File: src/rtl/mem_byte_sequencer.sv
// rtl/mem_byte_sequencer.sv - sequences 32-bit load/store requests into byte accesses on a byte-wide async memory
module mem_byte_sequencer #(
    parameter int ADDR_W = 13
) (
    input  logic              clk,
    input  logic              reset,
    input  logic              req_valid,
    input  logic              req_write,
    input  logic [1:0]        req_size,
    input  logic              req_unsigned,
    input  logic [31:0]       req_addr,
    input  logic [31:0]       req_wdata,
    output logic              stall,
    output logic              done,
    output logic [31:0]       rdata,
    output logic [ADDR_W-1:0] mem_address,
    output logic [7:0]        mem_data_in,
    output logic              mem_rden,
    output logic              mem_wren,
    input  logic [7:0]        mem_data_out
);

    typedef enum logic [1:0] {
        S_IDLE,
        S_ACCESS,
        S_DONE
    } state_t;

    state_t            state_q, state_d;
    logic              write_q, write_d;
    logic [1:0]        last_q, last_d;       // index of the final byte: 0, 1 or 3
    logic              uns_q, uns_d;
    logic [ADDR_W-1:0] base_q, base_d;
    logic [31:0]       wdata_q, wdata_d;
    logic [1:0]        k_q, k_d;
    logic [31:0]       asm_q, asm_d;         // load bytes gathered so far
    logic [31:0]       rdata_q, rdata_d;
    logic [ADDR_W-1:0] mem_address_q, mem_address_d;
    logic [7:0]        mem_data_in_q, mem_data_in_d;
    logic              mem_rden_q, mem_rden_d;
    logic              mem_wren_q, mem_wren_d;
    logic              done_q, done_d;
    logic [1:0]        k_next;

    // Only the low address bits reach the memory; the rest are don't-care.
    logic unused_addr_bits;
    assign unused_addr_bits = ^req_addr[31:ADDR_W];

    // Pipeline hold: the request cycle plus every access cycle.
    assign stall = ((state_q == S_IDLE) && req_valid) || (state_q == S_ACCESS);

    assign done        = done_q;
    assign rdata       = rdata_q;
    assign mem_address = mem_address_q;
    assign mem_data_in = mem_data_in_q;
    assign mem_rden    = mem_rden_q;
    assign mem_wren    = mem_wren_q;

    // Next-state logic; memory strobes are computed one cycle ahead so they leave flops.
    always_comb begin
        state_d       = state_q;
        write_d       = write_q;
        last_d        = last_q;
        uns_d         = uns_q;
        base_d        = base_q;
        wdata_d       = wdata_q;
        k_d           = k_q;
        asm_d         = asm_q;
        rdata_d       = rdata_q;
        mem_address_d = '0;
        mem_data_in_d = 8'h00;
        mem_rden_d    = 1'b0;
        mem_wren_d    = 1'b0;
        done_d        = 1'b0;
        k_next        = k_q + 2'd1;

        case (state_q)
            S_IDLE: begin
                if (req_valid) begin
                    state_d       = S_ACCESS;
                    write_d       = req_write;
                    case (req_size)
                        2'b00:   last_d = 2'd0;
                        2'b01:   last_d = 2'd1;
                        default: last_d = 2'd3;
                    endcase
                    uns_d         = req_unsigned;
                    base_d        = req_addr[ADDR_W-1:0];
                    wdata_d       = req_wdata;
                    k_d           = 2'd0;
                    asm_d         = 32'h0;
                    mem_address_d = req_addr[ADDR_W-1:0];
                    mem_wren_d    = req_write;
                    mem_rden_d    = !req_write;
                    mem_data_in_d = req_write ? req_wdata[7:0] : 8'h00;
                end
            end

            S_ACCESS: begin
                if (!write_q) begin
                    asm_d[8*k_q +: 8] = mem_data_out;
                end
                if (k_q == last_q) begin
                    state_d = S_DONE;
                    done_d  = 1'b1;
                    k_d     = 2'd0;
                    if (!write_q) begin
                        case (last_q)
                            2'd0:    rdata_d = uns_q ? {24'h0, asm_d[7:0]}
                                                     : {{24{asm_d[7]}}, asm_d[7:0]};
                            2'd1:    rdata_d = uns_q ? {16'h0, asm_d[15:0]}
                                                     : {{16{asm_d[15]}}, asm_d[15:0]};
                            default: rdata_d = asm_d;
                        endcase
                    end
                end else begin
                    k_d           = k_next;
                    mem_address_d = base_q + {{(ADDR_W-2){1'b0}}, k_next};
                    mem_wren_d    = write_q;
                    mem_rden_d    = !write_q;
                    mem_data_in_d = write_q ? wdata_q[8*k_next +: 8] : 8'h00;
                end
            end

            S_DONE: begin
                state_d = S_IDLE;
            end

            default: begin
                state_d = S_IDLE;
            end
        endcase
    end

    // State and output registers with synchronous reset.
    always_ff @(posedge clk) begin
        if (reset) begin
            state_q       <= S_IDLE;
            write_q       <= 1'b0;
            last_q        <= 2'd0;
            uns_q         <= 1'b0;
            base_q        <= '0;
            wdata_q       <= 32'h0;
            k_q           <= 2'd0;
            asm_q         <= 32'h0;
            rdata_q       <= 32'h0;
            mem_address_q <= '0;
            mem_data_in_q <= 8'h00;
            mem_rden_q    <= 1'b0;
            mem_wren_q    <= 1'b0;
            done_q        <= 1'b0;
        end else begin
            state_q       <= state_d;
            write_q       <= write_d;
            last_q        <= last_d;
            uns_q         <= uns_d;
            base_q        <= base_d;
            wdata_q       <= wdata_d;
            k_q           <= k_d;
            asm_q         <= asm_d;
            rdata_q       <= rdata_d;
            mem_address_q <= mem_address_d;
            mem_data_in_q <= mem_data_in_d;
            mem_rden_q    <= mem_rden_d;
            mem_wren_q    <= mem_wren_d;
            done_q        <= done_d;
        end
    end

endmodule

File: config.mk
export PLATFORM = sky130hd
export DESIGN_NAME = mem_byte_sequencer
export DESIGN_NICKNAME = d
export VERILOG_FILES = /design/src/rtl/mem_byte_sequencer.sv
export SDC_FILE = /design/constraint.sdc
export NUM_CORES = 1
export LEC_CHECK = 0
export BUFFER_PORTS_ARGS = -buffer_cell sky130_fd_sc_hd__clkbuf_2
export CORE_MARGIN = 5
export CORE_UTILIZATION = 49
export CTS_CLUSTER_SIZE = 8
export DETAILED_ROUTE_END_ITERATION = 7
export PLACE_DENSITY = 0.85
export REMOVE_ABC_BUFFERS = 1
export SLEW_MARGIN = 20
export SYNTH_ARGS = -nofsm -noshare
export SYNTH_HDL_FRONTEND = slang
export SYNTH_SLANG_ARGS = --single-unit
File: constraint.sdc
create_clock -name clk -period 2.5 [get_ports clk]
set_input_delay 0.25 -clock clk [delete_from_list [all_inputs] [get_ports clk]]
set_output_delay 0.25 -clock clk [all_outputs]
set_load 0.05 [all_outputs]
==> flow_summary.json, run 1 <==
{
  "synthXorXnorAreaFrac": 0.0118,
  "nNetsFinal": 840,
  "insertion_delay_ps": 420,
  "period_needed_ps": 2320,
  "drtPass1Iterations": 7,
  "fmax_ghz": 0.431,
  "hp-class": "in2reg",
  "hold_start": "req_wdata[21]",
  "crit_required_ps": 2830,
  "grt_pass1_vias": 5101,
  "fin_util": 0.612,
  "synth_simple_gate_area_frac": 0.184,
  "synth.distinct_cells": 59,
  "hold_end": "wdata_q[21]$_SDFFE_PP0P_",
  "drtIter0Drc": 358,
  "hold_depth": 3,
  "leakagePower_nw": 2.86,
  "post-dp-hpwl_um": 10200,
  "crit_path_end_kind": "register",
  "grt_pass1_wl_um": 24600,
  "r2r_start": "k_q[1]$_SDFFE_PP0P_",
  "design.die.area_mm2": 0.0144,
  "coreArea_mm2": 0.0120,
  "slew_headroom": 0.491,
  "grt_usage": 0.212,
  "synth-adder-area-share": 0.0181,
  "yosys_warnings": 0,
  "place_congestion": 0.779,
  "p_total_mw": 6.23,
  "htreeDepth": 4,
  "rsz0062_at_grt": "false",
  "fp-row-count": 40,
  "port_buffers": 116,
  "pin_count": 136,
  "antenna_found_initial": 0,
  "final_common_cell": "dfxtp_1",
  "start_util": 0.497,
  "period_share": 0.929,
  "area.sequential_mm2": 0.00282,
  "critical_path_class": "reg2reg",
  "ys_ff_latch": 141,
  "crit_cells": 6,
  "r2r_setup_slack_ps": 180,
  "drive_gt1_frac": 0.273,
  "ir_worst_vdd_v": 0.000461,
  "crit_slowest_cell": "or3b_2",
  "outcome": "completed",
  "routed_wl_um": 14700,
  "vias_per_cell": 5.69,
  "synth_compound_gate_area_share": 0.238,
  "cp_num_buf_inv": 1,
  "numCtsBuffers": 17,
  "critPathLaunchType": "register",
  "finalSetupViolCount": 0,
  "clock_sinks": 141,
  "cp_cell_sequence": "inv_1 -> ha_1 -> or3b_2 -> nor4_1 -> o21ai_0 -> a311oi_2",
  "ant_nets": 0,
  "area_delta_synth_final_pct": 23.3,
  "slowest_delay_ps": 560,
  "synth_top_family_by_area": "compound AO/OA/AOI/OAI gates",
  "pre_cts_ws_ps": 200,
  "fin_skew_ps": 5.17,
  "tightest_slew_ps": 762,
  "crit_family": "simple AND/OR/NAND/NOR gates",
  "synthFlopType": "dfxtp_1",
  "grt_max_degree": 48,
  "vias": 5191,
  "layout_common_cells": "141 x dfxtp_1, 123 x nand2_1, 115 x clkbuf_2",
  "drc": 0,
  "synth_edf_count": 0,
  "arrival_ps": 2650,
  "wire_per_inst_um": 16.1,
  "power_density_mw_per_mm2": 850,
  "die_h_um": 120,
  "syn_avg_cell_area_um2": 9.22,
  "syn_inst": 644,
  "cts-root-buf": "clkbuf_16",
  "num_antenna_cells": 0,
  "netlist_area_mm2": 0.00594,
  "multiInputGateArea_mm2": 0.00288,
  "critPathMaxFanout": 6,
  "fin_cells": 912,
  "synthMuxAreaShare": 0.0303,
  "async_flop_share": 0,
  "ys_seq_area_frac": 0.475,
  "hold_buffers": 0,
  "timing.hold.ws_ps": 50.6,
  "overflow": 0,
  "cts.path.max_buffers": 2,
  "hold_violations": 0,
  "fillCellCount": 994,
  "drv_slew": 0,
  "placedCellCount": 881,
  "maxCapViolations": 0,
  "cts_tree": "done",
  "die_x_um": 120,
  "reg2regPathDepth": 6,
  "path_clk_slew_ps": 60,
  "setup_ws_ps": 178,
  "reg2reg_to": "rdata[30]$_SDFFE_PP0P_"
}
[layer usage]
metal	vias to the layer above	wire, um	GRT usage
met3	28	1110	0.0641
met5	-	0	0
met2	190	7100	0.349
li1	2531	-	-
met4	0	289	0.0795
met1	2442	6230	0.261
[through the flow]
stage	TNS (ps)	cell area, um^2
2_1_floorplan	-83610	5720
3_3_place_gp	0	6660
3_5_place_dp	0	6660
4_1_cts	0	7320
5_1_grt	0	7320
6_report	0	7320
[cell usage after synthesis, drive strengths merged (2+ instances only)]
| library cell | n | area [um^2] |
|---|---|---|
| ha | 7 | 87.6 |
| a22oi | 22 | 170 |
| dfxtp | 141 | 2820 |
| nand2 | 123 | 462 |
| nand3 | 12 | 60.1 |
| nor2b | 3 | 18.8 |
| nor4 | 5 | 61.3 |
| o22ai | 6 | 37.5 |
| and2 | 2 | 12.5 |
| a32oi | 9 | 78.8 |
| a211oi | 17 | 168 |
| nor2 | 61 | 229 |
| clkbuf | 25 | 93.8 |
| o21a | 2 | 15.0 |
| nand4 | 4 | 25.0 |
| o211ai | 3 | 36.3 |
| xor2 | 3 | 26.3 |
| nor3 | 8 | 56.3 |
| a311oi | 16 | 203 |
| xnor2 | 5 | 43.8 |
| mux4 | 8 | 180 |
| nand2b | 6 | 37.5 |
| inv | 9 | 33.8 |
| or3b | 2 | 17.5 |
| a21oi | 60 | 300 |
| nor3b | 2 | 15.0 |
| a22o | 22 | 193 |
| o21ai | 14 | 70.1 |
| buf | 21 | 121 |
| a21o | 8 | 60.1 |
[kinds of logic after synthesis]
group / count (synthesis)
DFF: 141
AOI/OAI and AO/OA: 186
muxes: 8
buffers and inverters: 55
xor gates and xnor gates: 8
adders and majority gates: 8
and+or+nand+nor: 238
[sequential cells by signal (all words and copies together) (netlist names), 2 cells and up]
name and cells:
asm_q 32, base_q 13, k_q 2, last_q 2, mem_address 13, mem_data_in 8, rdata 32, state_q 2
wdata_q 32
[how the worst max path moves through the flow]
stage | start | endpoint | slack, ps
CTS | k_q[1]$_SDFFE_PP0P_ | rdata[30]$_SDFFE_PP0P_ | 190
detailed placement | k_q[1]$_SDFFE_PP0P_ | rdata[30]$_SDFFE_PP0P_ | 200
global placement | k_q[1]$_SDFFE_PP0P_ | rdata[30]$_SDFFE_PP0P_ | 280
finish | k_q[1]$_SDFFE_PP0P_ | rdata[30]$_SDFFE_PP0P_ | 180
global route | k_q[1]$_SDFFE_PP0P_ | rdata[30]$_SDFFE_PP0P_ | 30
floorplan | state_q[1]$_SDFFE_PP0P_ | mem_data_in[0]$_SDFF_PP0_ | -1250
[final cells by class]
| cell class | count | area share |
|---|---|---|
| Tap cell | 147 | 0.0251 |
| Timing Repair Buffer | 136 | 0.102 |
| Multi-Input combinational cell | 448 | 0.394 |
| Clock buffer | 21 | 0.0642 |
| Inverter | 9 | 0.00461 |
| Sequential cell | 141 | 0.385 |
| Clock inverter | 10 | 0.0253 |
[report_power, final]
group          total [mW]  leakage (nW)  switching, mW  internal, mW
combinational       0.973          1.39          0.678         0.295
clock                2.78         0.320          0.935          1.85
sequential           2.47          1.15         0.0879          2.38
[worst register-to-register path: stages, from the launching register on]
cell      delay, ps
dfxtp_1         390
inv_1           120
ha_1            390
or3b_2          560
nor4_1          310
o21ai_0         190
a311oi_2        280
[repair_timing]
item	4_1_cts	5_1_grt
resized for setup	0	1
setup buffers	0	0
setup endpoints to repair	0	1
No activity file was read; power rests on OpenSTA's default activity.
==> run 2: changes to the inputs <==
CELL_PAD_IN_SITES_DETAIL_PLACEMENT = 0   (was not set)
CELL_PAD_IN_SITES_GLOBAL_PLACEMENT = 1   (was not set)
CORE_UTILIZATION = 36   (was 49)
PLACE_DENSITY = 0.84   (was 0.85)
==> flow_summary.json, run 2 (synthesis results as in run 1) <==
{
  "crit_path_end_kind": "register",
  "grt_usage": 0.167,
  "num_antenna_cells": 0,
  "die_x_um": 138,
  "numCtsBuffers": 17,
  "hold_depth": 3,
  "area_delta_synth_final_pct": 22.8,
  "drc": 0,
  "coreArea_mm2": 0.0164,
  "cts_tree": "done",
  "vias": 5090,
  "pin_count": 136,
  "fp-row-count": 47,
  "design.die.area_mm2": 0.0192,
  "period_needed_ps": 2290,
  "postCtsSetupRepairBufs": 0,
  "hp-class": "in2reg",
  "leakagePower_nw": 2.81,
  "insertion_delay_ps": 420,
  "drv_slew": 0,
  "period_share": 0.915,
  "fillCellCount": 1633,
  "routed_wl_um": 15900,
  "ir_worst_vdd_v": 0.000494,
  "grt_pass1_vias": 5040,
  "hold_violations": 0,
  "start_util": 0.362,
  "power_density_mw_per_mm2": 795,
  "finalSetupViolCount": 0,
  "cts-root-buf": "clkbuf_16",
  "crit_required_ps": 2800,
  "maxCapViolations": 0,
  "fmax_ghz": 0.437,
  "placedCellCount": 954,
  "htreeDepth": 4,
  "path_clk_slew_ps": 60,
  "clock_sinks": 141,
  "critical_path_class": "reg2reg",
  "fin_cells": 984,
  "outcome": "completed",
  "drtIter0Drc": 291,
  "rsz0062_at_grt": "false",
  "tightest_slew_ps": 685,
  "fin_util": 0.445,
  "cts.path.max_buffers": 2,
  "drive_gt1_frac": 0.271,
  "overflow": 0,
  "final_common_cell": "dfxtp_1",
  "reg2regPathDepth": 7,
  "layout_common_cells": "141 x dfxtp_1, 122 x nand2_1, 115 x clkbuf_2",
  "hold_buffers": 0,
  "slew_headroom": 0.541,
  "post-dp-hpwl_um": 10800,
  "critPathLaunchType": "register",
  "grt_max_degree": 42,
  "die_h_um": 138,
  "area.sequential_mm2": 0.00282,
  "cts_resized": 0,
  "nNetsFinal": 840,
  "vias_per_cell": 5.17,
  "grt_pass1_wl_um": 26200,
  "place_congestion": 0.797,
  "arrival_ps": 2590,
  "wire_per_inst_um": 16.2,
  "critPathMaxFanout": 7,
  "antenna_found_initial": 0,
  "drtPass1Iterations": 4,
  "port_buffers": 116,
  "fin_skew_ps": 7.69,
  "ant_nets": 0,
  "multiInputGateArea_mm2": 0.00288
}
==> run 2: cell type report <==
| type | count | area share |
|---|---|---|
| well taps | 220 | 0.0377 |
| repair buffers | 136 | 0.101 |
| inverters | 9 | 0.00463 |
| clock buffers | 25 | 0.0707 |
| multi-input cells | 448 | 0.395 |
| flip-flops and latches | 141 | 0.387 |
| clock inverters | 5 | 0.00446 |
==> run 2: worst paths after layout <==
path	from	end	slack, ps
min	req_wdata[20]	wdata_q[20]$_SDFFE_PP0P_	50
min reg2reg	wdata_q[0]$_SDFFE_PP0P_	wdata_q[0]$_SDFFE_PP0P_	450
max	k_q[1]$_SDFFE_PP0P_	mem_address[11]$_SDFF_PP0_	210
max reg2reg	k_q[1]$_SDFFE_PP0P_	mem_address[11]$_SDFF_PP0_	210
==> run 2: per-stage QoR <==
| stage | hold slack, ps | power, mW | worst slack [ps] | setup TNS [ps] | instance area, um^2 |
|---|---|---|---|---|---|
| 2_1_floorplan | 315 | 3.17 | -1250 | -83610 | 5720 |
| 3_3_place_gp | 433 | 3.49 | 248 | 0 | 6750 |
| 3_5_place_dp | 442 | 3.51 | 216 | 0 | 6750 |
| 4_1_cts | 31.1 | 5.86 | 207 | 0 | 7290 |
| 5_1_grt | 38.9 | 6.06 | 2.61 | 0 | 7290 |
| 6_report | 45.5 | 5.80 | 213 | 0 | 7290 |
==> run 2: per-layer routing <==
layer | global-route usage | up-vias | share of wire
met5 | 0 | - | 0
met4 | 0.0442 | 0 | 0.011
met3 | 0.0521 | 15 | 0.065
met2 | 0.266 | 151 | 0.46
met1 | 0.222 | 2389 | 0.46
li1 | - | 2535 | -
==> run 2: where the power goes <==
part / internal, mW / switching [mW]
sequential: 2.39 / 0.0807
clock: 1.41 / 0.931
combinational: 0.291 / 0.698
==> run 2: critical path, cell delays in order, from the launching register on <==
cell      delay (ps)
dfxtp_1          380
inv_1            110
ha_1             410
ha_1             330
a21oi_1          160
or4_1            600
nand4_1          120
o211ai_1          80
==> run 3: changes to the inputs <==
CORE_UTILIZATION = 40   (was 36)
PLACE_DENSITY = 0.88   (was 0.84)
clock period = 2.6 ns   (was 2.5 ns; I/O delays follow)
==> flow_summary.json, run 3 (synthesis results as in run 1) <==
{
  "drv_slew": 0,
  "pin_count": 136,
  "fp-row-count": 44,
  "grt_max_degree": 51,
  "finalSetupViolCount": 0,
  "port_buffers": 116,
  "routed_wl_um": 16000,
  "path_clk_slew_ps": 60,
  "crit_family": "compound AO/OA/AOI/OAI gates",
  "vias": 5203,
  "start_util": 0.409,
  "fin_util": 0.505,
  "period_needed_ps": 2450,
  "maxCapViolations": 0,
  "insertion_delay_ps": 420,
  "design.die.area_mm2": 0.0174,
  "clock_sinks": 141,
  "clock_power_share": 0.452,
  "fin_skew_ps": 6.35,
  "power_density_mw_per_mm2": 824,
  "nNetsFinal": 836,
  "postCtsSetupRepairBufs": 0,
  "grt_pass1_wl_um": 26000,
  "arrival_ps": 2710,
  "post-dp-hpwl_um": 10900,
  "area_delta_synth_final_pct": 23.7,
  "htreeDepth": 4,
  "num_antenna_cells": 0,
  "wire_per_inst_um": 16.9,
  "grt_pass1_vias": 5204,
  "critical_path_class": "reg2reg",
  "cts-root-buf": "clkbuf_16",
  "rsz0062_at_grt": "false",
  "final_common_cell": "dfxtp_1",
  "hold_violations": 0,
  "fmax_ghz": 0.408,
  "antenna_found_initial": 0,
  "hp-class": "in2reg",
  "cp_num_buf_inv": 2,
  "drc": 0,
  "critPathLaunchType": "register",
  "period_share": 0.944,
  "ant_nets": 0,
  "fillCellCount": 1379,
  "drtIter0Drc": 342,
  "vias_per_cell": 5.50,
  "pwr-share-comb": 0.156,
  "p_sw_mw": 1.67,
  "crit_required_ps": 2860,
  "die_h_um": 132,
  "place_congestion": 0.785,
  "leakagePower_nw": 2.84,
  "hold_buffers": 0,
  "cts.path.max_buffers": 2,
  "seqPwrFrac": 0.392,
  "crit_slowest_cell": "o211ai_4",
  "cts_tree": "done",
  "ir_worst_vdd_v": 0.000588,
  "p_int_mw": 4.39,
  "drtPass1Iterations": 5,
  "cp_cell_sequence": "inv_1 -> ha_1 -> buf_4 -> nand2b_1 -> o32ai_4 -> o211ai_4 -> a311oi_1",
  "numCtsBuffers": 17,
  "die_x_um": 132,
  "layout_common_cells": "141 x dfxtp_1, 122 x nand2_1, 115 x clkbuf_2",
  "outcome": "completed",
  "crit_path_end_kind": "register",
  "cts_resized": 0,
  "tns_ps": 0,
  "grt_usage": 0.183,
  "slew_headroom": 0.509,
  "tightest_slew_ps": 736,
  "slowest_delay_ps": 560,
  "drive_gt1_frac": 0.268,
  "coreArea_mm2": 0.0145,
  "critPathMaxFanout": 16,
  "p_sw_frac": 0.275,
  "overflow": 0
}
==> run 3: routing by layer <==
metal	GRT usage	wire [um]	vias to the layer above
met4	0.0720	318	0
met5	0	0	-
met1	0.227	6970	2494
met2	0.301	7740	164
met3	0.0534	984	27
li1	-	-	2518
==> run 3: worst min-delay path, cell delays in order <==
cell	delay, ps
clkbuf_2	80
nand2_1	40
a21oi_1	50
==> run 3: final timing paths <==
check / startpoint / to / slack [ps] / depth (start not counted)
min reg2reg: wdata_q[21]$_SDFFE_PP0P_ / wdata_q[21]$_SDFFE_PP0P_ / 450 / 2
max reg2reg: k_q[1]$_SDFFE_PP0P_ / rdata[17]$_SDFFE_PP0P_ / 150 / 7
min: req_wdata[11] / wdata_q[11]$_SDFFE_PP0P_ / 50 / 3
max: k_q[1]$_SDFFE_PP0P_ / rdata[17]$_SDFFE_PP0P_ / 150 / 7
==> run 3: area by class of cell <==
| class | instances | area [um^2] | area share |
|---|---|---|---|
| Inverter | 9 | 33.8 | 0.00460 |
| Sequential cell | 141 | 2820 | 0.384 |
| Multi-Input combinational cell | 448 | 2890 | 0.394 |
| Clock buffer | 21 | 450 | 0.0613 |
| Clock inverter | 11 | 214 | 0.0291 |
| Tap cell | 184 | 230 | 0.0313 |
| Timing Repair Buffer | 132 | 703 | 0.0957 |
==> run 3: power by group through the flow <==
stage	sequential [mW]	combinational, mW	clock [mW]
after floorplan	2.64	0.406	0
after global placement	2.41	0.921	0
after detailed placement	2.42	0.940	0
after CTS	2.38	0.947	2.76
after global routing	2.39	1.02	2.87
final	2.37	0.942	2.74
==> run 3: through the flow <==
stage | area [um^2] | cells | worst slack (ps) | hold slack [ps] | power, mW
2_1_floorplan | 5720 | 598 | -1150 | 325 | 3.05
3_3_place_gp | 6670 | 914 | 314 | 435 | 3.33
3_5_place_dp | 6670 | 914 | 165 | 442 | 3.36
4_1_cts | 7330 | 946 | 138 | 40.0 | 6.08
5_1_grt | 7350 | 946 | 7.93 | 53.7 | 6.28
6_report | 7350 | 946 | 146 | 52.6 | 6.06
